[config.mk]
export PLATFORM = sky130hd
export DESIGN_NAME = hybrid_adder8_struct
export DESIGN_NICKNAME = d
export VERILOG_FILES = /design/src/rtl/hybrid_adder8_struct.sv
export SDC_FILE = /design/constraint.sdc
export NUM_CORES = 1
export LEC_CHECK = 0
export BUFFER_PORTS_ARGS = -buffer_cell sky130_fd_sc_hd__buf_2
export CORE_MARGIN = 5
export CORE_UTILIZATION = 38
export CTS_CLUSTER_SIZE = 10
export DETAILED_ROUTE_END_ITERATION = 8
export PLACE_DENSITY_LB_ADDON = 0.2
export SYNTH_ARGS = -nofsm -noshare
export SYNTH_HDL_FRONTEND = slang
export SYNTH_SLANG_ARGS = --single-unit
[constraint.sdc]
create_clock -name clk -period 0.8 [get_ports clk]
set_clock_uncertainty 0.05 [all_clocks]
set_input_delay 0.16 -clock clk [delete_from_list [all_inputs] [get_ports clk]]
set_output_delay 0.16 -clock clk [all_outputs]
set_load 0.01 [all_outputs]
[src/rtl/hybrid_adder8_struct.sv]
// 8-bit registered adder: the core ripples bits 1:0, does flattened lookahead
// over bits 5:2 and ripples bits 7:6. S and C8 are the only state.
module hybrid_adder8_struct (
  input  logic       clk,
  input  logic       rst_n,
  output logic [7:0] S,
  output logic       C8,
  input  logic [7:0] X,
  input  logic [7:0] Y,
  input  logic       C0
);

  logic [7:0] p;
  logic [7:0] g;
  logic [7:0] cin;
  logic [7:0] sum_d;
  logic       c1, c2, c3, c4, c5, c6, c7, c8_d;
  logic       r0, r1, r6, r7;

  logic [7:0] s_q;
  logic       c8_q;

  genvar i;
  for (i = 0; i < 8; i++) begin : g_bit
    xor u_p (p[i], X[i], Y[i]);
    and u_g (g[i], X[i], Y[i]);
    xor u_s (sum_d[i], p[i], cin[i]);
  end

  assign cin = {c7, c6, c5, c4, c3, c2, c1, C0};

  // Segment A: ripple from C0.
  and u_r0 (r0, p[0], C0);
  or  u_c1 (c1, g[0], r0);
  and u_r1 (r1, p[1], c1);
  or  u_c2 (c2, g[1], r1);

  // Segment B: every carry is a two-level SOP over g, p and c2 only.
  logic t3a;
  logic t4a, t4b;
  logic t5a, t5b, t5c;
  logic t6a, t6b, t6c, t6d;

  and u_t3a (t3a, p[2], c2);
  or  u_c3  (c3, g[2], t3a);

  and u_t4a (t4a, p[3], g[2]);
  and u_t4b (t4b, p[3], p[2], c2);
  or  u_c4  (c4, g[3], t4a, t4b);

  and u_t5a (t5a, p[4], g[3]);
  and u_t5b (t5b, p[4], p[3], g[2]);
  and u_t5c (t5c, p[4], p[3], p[2], c2);
  or  u_c5  (c5, g[4], t5a, t5b, t5c);

  and u_t6a (t6a, p[5], g[4]);
  and u_t6b (t6b, p[5], p[4], g[3]);
  and u_t6c (t6c, p[5], p[4], p[3], g[2]);
  and u_t6d (t6d, p[5], p[4], p[3], p[2], c2);
  or  u_c6  (c6, g[5], t6a, t6b, t6c, t6d);

  // Segment C: ripple from c6.
  and u_r6 (r6, p[6], c6);
  or  u_c7 (c7, g[6], r6);
  and u_r7 (r7, p[7], c7);
  or  u_c8 (c8_d, g[7], r7);

  always_ff @(posedge clk or negedge rst_n) begin
    if (!rst_n) begin
      s_q  <= 8'h00;
      c8_q <= 1'b0;
    end else begin
      s_q  <= sum_d;
      c8_q <= c8_d;
    end
  end

  assign S  = s_q;
  assign C8 = c8_q;

endmodule

* Word level (Yosys, flattened, before mapping) *
Cells that the tools add are included.
W data, S select, Z words.

storage, ports and cells
  flip-flop bits (word level) = 9
  latch bits = 0
  memory bits (writable) = 0
  bits in read-only memories = 0
  input port bits = 19
  memories kept = 0

cells by class
  add/sub/neg operators = 0
  multipliers = 0
  divide/modulo/power cells = 0
  $lt $le $gt $ge = 0
  equal/unequal tests = 0
  shift operators = 0
  mux-type cells = 0
  bitwise gates (word level) = 37
  reductions and logical operators = 9

operator list
  operator           count
  $and A1 B1 Y1      16
  $xor A1 B1 Y1      16
  $reduce_and A3 Y1  3
  $reduce_and A4 Y1  2
  $or A1 B1 Y1       5
  $reduce_and A5 Y1  1
  $reduce_or A5 Y1   1
  $reduce_or A4 Y1   1
  $reduce_or A3 Y1   1

* Logic depth before layout (Yosys ltp) *
Gate-level depths: netlist of run 1.

  word-level depth = 11
  mapped depth = 10
  mapped depth without buffers = 10

* Worst setup path before layout of run 1 *
OpenSTA, ideal clock, no wires.

  path type = in2reg
  from = input port X[0]
  to = register s_q[7] (netlist: S[7])
  setup time = 0.114 ns
  arrival = 2.074 ns
  data required time = 0.636 ns
  setup slack = -1.437 ns
  cell stages on the path = 10
  path buffers = 0
  cell sequence = inv_1 -> fa_1 -> fa_1 -> nor2b_1 -> o2111ai_1 -> nand3b_1 -> fa_1 -> inv_1 -> fa_1 -> inv_1

on the way
  word-level cells in the longest chain between the ends = 10

RTL lines
  item                    line  RTL
  start: declaration      8     input logic [7:0] X,
  $xor A1 B1 Y1           25    xor u_p (p[i], X[i], Y[i]);
  $and A1 B1 Y1           33    and u_r0 (r0, p[0], C0);
  $or A1 B1 Y1 (*)        34    or u_c1 (c1, g[0], r0);
  $and A1 B1 Y1 (*)       35    and u_r1 (r1, p[1], c1);
  $or A1 B1 Y1 (*)        36    or u_c2 (c2, g[1], r1);
  $reduce_and A5 Y1 (*)   59    and u_t6d (t6d, p[5], p[4], p[3], p[2], c2);
  $reduce_or A5 Y1 (*)    60    or u_c6 (c6, g[5], t6a, t6b, t6c, t6d);
  $and A1 B1 Y1 (*)       63    and u_r6 (r6, p[6], c6);
  $or A1 B1 Y1 (*)        64    or u_c7 (c7, g[6], r6);
  $xor A1 B1 Y1 (*)       27    xor u_s (sum_d[i], p[i], cin[i]);
  via sum_d[7]            16    logic [7:0] sum_d;
  end signal: assignment  73    s_q <= sum_d;
  end: declaration        20    logic [7:0] s_q;

The timed path passes the listed nets; every way through them passes the cells marked *.

* Worst setup path after layout of run 1 *
Ends and elaborated chain as after synthesis.

==> results of run 1 <==
-- metal layers --
layer,vias up,global-route usage,wire [µm]
met3,4,0.02299,107
met1,206,0.1226,365
met2,20,0.2299,560
li1,217,-,-
met5,-,0,0
met4,0,0.1326,36
-- stage by stage --
stage / setup TNS [ns] / utilization / hold slack, ns / total power [W]
floorplan: -7.112 / - / -0.1856 / 0.0007831
global placement: -9.045 / 0.5538 / -0.03712 / 0.0009661
detailed placement: -9.120 / 0.5538 / -0.03709 / 0.0009767
CTS: -8.121 / 0.6567 / 0.1649 / 0.001401
global route: -8.447 / 0.6394 / 0.1635 / 0.001492
finish: -7.819 / 0.6394 / 0.1688 / 0.001387
-- state kept, by name, indices dropped and copies added, names as in the netlist --
register	cells
S	8
C8	1
-- worst max path at each step --
stage	slack, ns	cells after the start	end	start
detailed placement	-1.59	11	S[7]$_DFF_PN0_	X[0]
CTS	-1.21	11	S[7]$_DFF_PN0_	X[0]
global placement	-1.60	11	S[7]$_DFF_PN0_	X[0]
finish	-1.24	11	S[7]$_DFF_PN0_	X[0]
floorplan	-1.33	10	S[7]$_DFF_PN0_	X[0]
global route	-1.31	11	S[7]$_DFF_PN0_	X[0]
-- layout make-up --
type	instances	area (µm²)
clock buffers	4	26.28
fillers	118	469.2
inverters	15	63.81
multi-input cells	24	292.8
flip-flops and latches	9	225.2
well taps	15	18.77
repair buffers	33	205.2
-- cells in the final DEF (no fill, tap or decap), drive strengths merged --
cell type	instances
fa	5
nand2b	1
nor2b	1
xnor2	1
o21ai	1
inv	15
clkbuf	4
nand3b	1
a21oi	2
nand2	1
dfrtp	9
dlygate4sd3	1
xor2	1
or2	1
ha	4
a21o	1
buf	32
o211a	1
o2111ai	1
nor2	2
-- timing repair --
item                                   in CTS  in global routing
resized for setup                          14                  5
buffers inserted                            7                  1
pin swaps                                   4                  4
setup endpoints to repair                  17                 17
endpoints found under the hold margin       9                  0
hold buffers                                1                  0
-- report_power, final --
| group | internal, W | switching [W] | total (W) |
|---|---|---|---|
| Clock | 0.000191 | 0.000145 | 0.000336 |
| Sequential | 0.000539 | 0.0000228 | 0.000561 |
| Combinational | 0.000256 | 0.000233 | 0.000490 |
| Total | 0.000986 | 0.000401 | 0.00139 |
-- cells by family after synthesis --
group / Yosys count / share of synthesized area
adder cells (fa/ha/maj): 9 / 0.2844
buffers and inverters: 15 / 0.1066
flip-flops: 9 / 0.4265
AO/OA/AOI/OAI: 6 / 0.07820
AND/OR/NAND/NOR: 7 / 0.07112
XOR/XNOR: 2 / 0.03318
==> impl_metrics.ini, run 1 <==
[setup_path]
end_kind = flop
critPathTopFamily = adder cells
start_kind = input port
worstPathCellList = buf_8 -> inv_8 -> fa_2 -> fa_2 -> nor2b_4 -> o2111ai_2 -> nand3b_1 -> fa_2 -> inv_2 -> fa_1 -> inv_1
crit_buf_inv = 4
cp_common_cell = fa_2
crit_fanout = 2
slowest_stage = fa_1
slowest_delay_ns = 0.47
critical_path_required_ns = 0.90
critPathKind = in2reg
cp_data_arrival_time_ns = 2.14

[routing]
drt_first_pass_iters = 2
drc = 0
wl_um = 1068
vias_per_cell = 4.470
drt-initial-drc-count = 3
ant_nets = 0
wire_per_inst_um = 10.68
num_vias = 447

[placed_design]
gp_congestion = 0.7571
numPortBuffers = 27
place_area_um2 = 720.7
place_ws_ns = -1.595
dp_hpwl_um = 849.5
placed_cells = 93

[global_route]
grt_antenna_before_repair = 0
grtUsageTotal = 0.1313
overflow = 0
grt_pass1_wl_um = 1980
grt_pass1_vias = 540
grt_max_degree = 10

[die]
die_h_um = 47.28
placeableCoreArea_um2 = 1301
die_area_um2 = 2235
initial_core_util = 0.4058
boundaryPins = 28
rows = 13
die_w_um = 47.28

[pwr]
p_per_area_nw_per_um2 = 1667
p_leak_nw = 0.4597
ir_drop_v = 0.0006440

[sta]
period_share = 2.545
period_needed_ns = 2.036
drv_slew = 0
worstMarginPinSlew_ns = 0.3052
setup_ws_ns = -1.236
rsz0062_at_grt = true
maxSlewHeadroom = 0.7958
setup-violations-final = 17
hold_viol = 0
fmax_mhz = 491.2

[final_layout]
final_nets = 114
synthToLayoutAreaGrowth_pct = 57.58
antenna_cells = 0
fin_area_um2 = 832.0
instances_no_fill = 100
drive_gt1_frac = 0.5765

[synth]
synth_edf_count = 0
ys_ff_latch = 9
synth.distinct_cells = 17
yosys_warnings = 0
syn-cell-area_um2 = 528.0
yosysMostFrequentCell = inv_1
synth_cells = 48
syn_nets = 76
synth_top_cell_by_area = dfrtp_1
synthArstFlopShare = 1.000
synthTopCellsByCount = inv_1 (15), dfrtp_1 (9), fa_1 (5)
synth-seq-area-share = 0.4265
syn_area_per_cell_um2 = 11.00
synth_top_area_frac = 0.4265
ys.flop_type = dfrtp_1
ys_top_cells_by_area = dfrtp_1 (43%), fa_1 (19%), inv_1 (11%), ha_1 (9.5%), a21oi_1 (1.9%)

[clocking]
cts-htree-levels = 1
cts_tree = yes
cts_inserted_buffers = 3
clock-sinks = 9
clk_pin_slew_ns = 0.06
cts_root_buf = clkbuf_4
max-clock-path-buffers = 2

[run_status]
outcome = complete, but fails checks
violations = negative setup slack

[worst_hold_path]
hold_depth = 2
whs_endpoint = S[6]$_DFF_PN0_
hp-start = Y[6]
hp-class = in2reg

[job]
cap_viol_max_count = 0
Note: power is estimated with default switching activity, not from simulation.
==> run 2: changes to the inputs <==
--- a/config.mk
+++ b/config.mk
@@ -10,7 +10,9 @@
 export CORE_UTILIZATION = 38
 export CTS_CLUSTER_SIZE = 10
 export DETAILED_ROUTE_END_ITERATION = 8
+export GPL_TIMING_DRIVEN = 0
 export PLACE_DENSITY_LB_ADDON = 0.2
+export REMOVE_ABC_BUFFERS = 1
 export SYNTH_ARGS = -nofsm -noshare
 export SYNTH_HDL_FRONTEND = slang
 export SYNTH_SLANG_ARGS = --single-unit
==> run 2 against run 1 <==
  * The run still ends with negative setup slack left
  * Final area down 5.4%
  * Die area is the same
  * Non-clock buffer count fell by 3
  * Sequential share of layout area grew 1.5 points
==> impl_metrics.ini, run 2 (synthesized netlist as in run 1, its figures left out) <==
[run_status]
outcome = complete, but fails checks
violations = negative setup slack

[routing]
wl_um = 1096
drt-initial-drc-count = 2
num_vias = 438
drt_first_pass_iters = 3
wire_per_inst_um = 11.30
drc = 0
vias_per_cell = 4.515
ant_nets = 0

[final_layout]
instances_no_fill = 97
largest_reg_flops = 8
mostFrequentLayoutCells = buf_2 (26), inv_1 (11), dfrtp_1 (9)
final_common_cell = buf_2
drive_gt1_frac = 0.5610
antenna_cells = 0
final_nets = 111
fillCellCount = 119
synthToLayoutAreaGrowth_pct = 49.05

[die]
initial_core_util = 0.4058
die_h_um = 47.28
die_area_um2 = 2235
die_w_um = 47.28
placeableCoreArea_um2 = 1301
boundaryPins = 28
rows = 13

[setup_path]
crit_fanout = 2
critical_path_required_ns = 0.90
critPathKind = in2reg
start_kind = input port
cp_data_arrival_time_ns = 2.11
end_kind = flop

[pwr]
ir_drop_v = 0.0007158
p_leak_nw = 0.4350
p_total_w = 0.001343
p_per_area_nw_per_um2 = 1706

[clocking]
cts_inserted_buffers = 3
max-clock-path-buffers = 2
cts_tree = yes
clk_pin_slew_ns = 0.05
cts-htree-levels = 1
cts_root_buf = clkbuf_4
clock-sinks = 9

[sta]
period_needed_ns = 2.006
fmax_mhz = 498.5
setup-violations-final = 17
drv_slew = 0
rsz0062_at_grt = true
worstMarginPinSlew_ns = 0.3373
period_share = 2.508
setup_ws_ns = -1.206
maxSlewHeadroom = 0.7743
hold_viol = 0

[placed_design]
numPortBuffers = 27
placed_cells = 90
gp_congestion = 0.7685
dp_hpwl_um = 805.4

[global_route]
grt_antenna_before_repair = 0
overflow = 0
grt_pass1_vias = 472
grt_pass1_wl_um = 1752
grt_max_degree = 10
grtUsageTotal = 0.1182

[job]
cap_viol_max_count = 0

[worst_hold_path]
hold_depth = 2
hp-class = in2reg
## run 2: cell count changes in the layout (fill, tap and decap cells not counted), sizes merged
cell / before / now
buf: 32 / 29
## run 2: repair_timing
| action | CTS | global route |
|---|---|---|
| setup endpoints to repair | 17 | 17 |
| setup buffers | 2 | 0 |
| hold endpoints to repair | 9 | 0 |
| gates resized for setup | 9 | 8 |
| pin swaps | 3 | 4 |
| hold buffers | 1 | 0 |
## run 2: power by group
| group | switching, W | leakage [nW] | internal [W] |
|---|---|---|---|
| clock network | 0.000148 | 0.0150 | 0.000192 |
| registers | 0.0000188 | 0.105 | 0.000538 |
| logic | 0.000231 | 0.315 | 0.000215 |
## run 2: path summary, 6_finish.rpt
path | start | endpoint | slack [ns]
max in group asynchronous | rst_n | S[6]$_DFF_PN0_ | 0.31
hold / removal | Y[6] | S[6]$_DFF_PN0_ | 0.17
setup / recovery | X[0] | S[7]$_DFF_PN0_ | -1.21
min in group asynchronous | rst_n | S[1]$_DFF_PN0_ | 0.22
## run 2: area by class of cell
cell class                      count  area [µm²]  area share
Multi-Input combinational cell     24       287.8      0.3657
Sequential cell                     9       225.2      0.2862
Timing Repair Buffer               30       170.2      0.2162
Inverter                           15       58.81     0.07472
Clock buffer                        4       26.28     0.03339
Tap cell                           15       18.77     0.02385
## run 2: through the flow
step	TNS, ns	hold WS, ns	cell area, µm²	worst slack (ns)	util
detailed placement	-9.293	-0.03768	681.9	-1.640	0.5240
CTS	-7.798	0.1234	762.0	-1.223	0.5856
finish	-7.629	0.1667	787.0	-1.206	0.6048
global placement	-9.222	-0.03683	681.9	-1.631	0.5240
global route	-8.195	0.1671	787.0	-1.260	0.6048
floorplan	-7.880	-0.1856	528.0	-1.437	-
## run 2: routing by layer
metal	up-vias	GRT usage	wire, µm
li1	212	-	-
met3	5	0.03065	119
met4	0	0.09945	37
met1	200	0.1090	356
met5	-	0	0
met2	21	0.2112	582
## run 2: critical path, cell delays in order
cell	delay (ns)
buf_8	0.07
inv_4	0.03
fa_2	0.37
fa_2	0.35
nor2b_2	0.13
o2111ai_2	0.12
nand3b_1	0.13
fa_2	0.21
inv_2	0.04
fa_1	0.47
inv_1	0.04
==> run 3: changes to the inputs <==
--- a/config.mk
+++ b/config.mk
@@ -13,6 +13,7 @@
 export GPL_TIMING_DRIVEN = 0
 export PLACE_DENSITY_LB_ADDON = 0.2
 export REMOVE_ABC_BUFFERS = 1
+export SKIP_LAST_GASP = 1
 export SYNTH_ARGS = -nofsm -noshare
 export SYNTH_HDL_FRONTEND = slang
 export SYNTH_SLANG_ARGS = --single-unit
==> run 3 against run 2 <==
  * The run still ends with negative setup slack left
  * Power grew 0.11%
  * Cell count is the same
  * Count of clock-buffer cells in the layout is the same
  * Global-route usage is the same
  * First-iteration DRC count grew 50%
  * Combinational power is essentially flat
  * Flip-flop and latch count is the same
  * Die area is the same
  * Clock power grew 1%
  * Hold slack lost 0.0029 ns
  * Sequential share of layout area is the same
  * Critical path type unchanged
  * Largest cell class unchanged
==> impl_metrics.ini, run 3 (synthesized netlist as in run 1, its figures left out) <==
[worst_hold_path]
hold_depth = 2
whs_endpoint = S[6]$_DFF_PN0_
hp-start = Y[6]
hp-class = in2reg

[die]
rows = 13
placeableCoreArea_um2 = 1301
die_h_um = 47.28
die_w_um = 47.28
initial_core_util = 0.4058
boundaryPins = 28
die_area_um2 = 2235

[placed_design]
gp_congestion = 0.7685
dp_hpwl_um = 805.4
place_ws_ns = -1.640
placed_cells = 90
numPortBuffers = 27

[setup_path]
critPathKind = in2reg
critical_path_required_ns = 0.90
start_kind = input port
crit_buf_inv = 4
end_kind = flop
slowest_delay_ns = 0.47
critPathTopFamily = adder cells
cp_data_arrival_time_ns = 2.10
crit_fanout = 2
worstPathCellList = buf_8 -> inv_4 -> fa_2 -> fa_2 -> nor2b_2 -> o2111ai_2 -> nand3b_1 -> fa_2 -> inv_1 -> fa_1 -> inv_1
cp_common_cell = fa_2
slowest_stage = fa_1

[pwr]
p_leak_nw = 0.4359
p_switching_w = 0.0004003
switching_share = 0.2977
p_int_w = 0.0009442
pwr-share-clk = 0.255
p_per_area_nw_per_um2 = 1708
ir_drop_v = 0.0007163
power_frac_seq = 0.414
comb_power_share = 0.330

[clocking]
cts-htree-levels = 1
cts_inserted_buffers = 3
max-clock-path-buffers = 2
clock-sinks = 9
cts_tree = yes
clk_pin_slew_ns = 0.05
cts_root_buf = clkbuf_4

[global_route]
grtUsageTotal = 0.1182
grt_pass1_vias = 472
grt_pass1_wl_um = 1752
overflow = 0
grt_antenna_before_repair = 0
grt_max_degree = 10

[sta]
hold_viol = 0
setup_ws_ns = -1.198
period_share = 2.498
setup-violations-final = 17
holdWs_ns = 0.1638
rsz0062_at_grt = true
period_needed_ns = 1.998
tns_ns = -7.626
drv_slew = 0
fmax_mhz = 500.4
maxSlewHeadroom = 0.7745
worstMarginPinSlew_ns = 0.3369

[routing]
wire_per_inst_um = 11.36
num_vias = 435
drt_first_pass_iters = 2
vias_per_cell = 4.485
drc = 0
drt-initial-drc-count = 3
wl_um = 1102
ant_nets = 0

[final_layout]
largest_reg_flops = 8
mostFrequentLayoutCells = buf_2 (26), inv_1 (12), dfrtp_1 (9)
final_common_cell = buf_2
instances_no_fill = 97
fin_util = 0.6048
final_nets = 111
antenna_cells = 0
drive_gt1_frac = 0.5488
synthToLayoutAreaGrowth_pct = 49.05

[run_status]
violations = negative setup slack
outcome = complete, but fails checks

[job]
cap_viol_max_count = 0
[run 3: cell counts in the layout (fill, tap and decap cells not counted)]
No cell type changed its count.
[run 3: cell type report]
class | count | area, µm²
fill | 119 | 514.2
multi-input combinational | 24 | 287.8
sequential | 9 | 225.2
timing repair buffer | 30 | 170.2
inverter | 15 | 58.81
clock buffer | 4 | 26.28
tap | 15 | 18.77
[run 3: per-layer routing]
metal / share of wire / vias up / track usage / wire length, µm
met1: 0.32 / 199 / 0.1090 / 357
met5: 0 / - / 0 / 0
li1: - / 211 / - / -
met3: 0.11 / 4 / 0.03065 / 121
met4: 0.033 / 0 / 0.09945 / 36
met2: 0.53 / 21 / 0.2112 / 587
[run 3: worst max-delay path by stage]
| stage | depth (start not counted) | start | slack [ns] | end |
|---|---|---|---|---|
| final | 11 | X[0] | -1.20 | S[7]$_DFF_PN0_ |
| after detailed placement | 11 | X[0] | -1.64 | S[7]$_DFF_PN0_ |
| after floorplan | 10 | X[0] | -1.44 | S[7]$_DFF_PN0_ |
| after global placement | 11 | X[0] | -1.63 | S[7]$_DFF_PN0_ |
| after global routing | 11 | X[0] | -1.26 | S[7]$_DFF_PN0_ |
| after CTS | 11 | X[0] | -1.22 | S[7]$_DFF_PN0_ |
[run 3: metrics by stage]
stage / total power [W] / area (µm²)
2_1_floorplan: 0.0007733 / 528.0
3_3_place_gp: 0.0009385 / 681.9
3_5_place_dp: 0.0009420 / 681.9
4_1_cts: 0.001327 / 762.0
5_1_grt: 0.001438 / 787.0
6_report: 0.001344 / 787.0
[run 3: power groups by stage]
stage | clock, W | sequential [W] | combinational [W]
floorplan | 0 | 0.000616 | 0.000157
global placement | 0 | 0.000565 | 0.000374
detailed placement | 0 | 0.000567 | 0.000375
CTS | 0.000353 | 0.000558 | 0.000416
global route | 0.000376 | 0.000563 | 0.000498
finish | 0.000343 | 0.000557 | 0.000444
[run 3: repair_timing]
| action | 4_1_cts | 5_1_grt |
|---|---|---|
| hold endpoints to repair | 9 | 0 |
| setup endpoints to repair | 17 | 17 |
| gates cloned | 0 | 0 |
| buffers inserted | 2 | 0 |
| hold buffers | 1 | 0 |
| pin swaps | 3 | 4 |
| resized for setup | 9 | 7 |
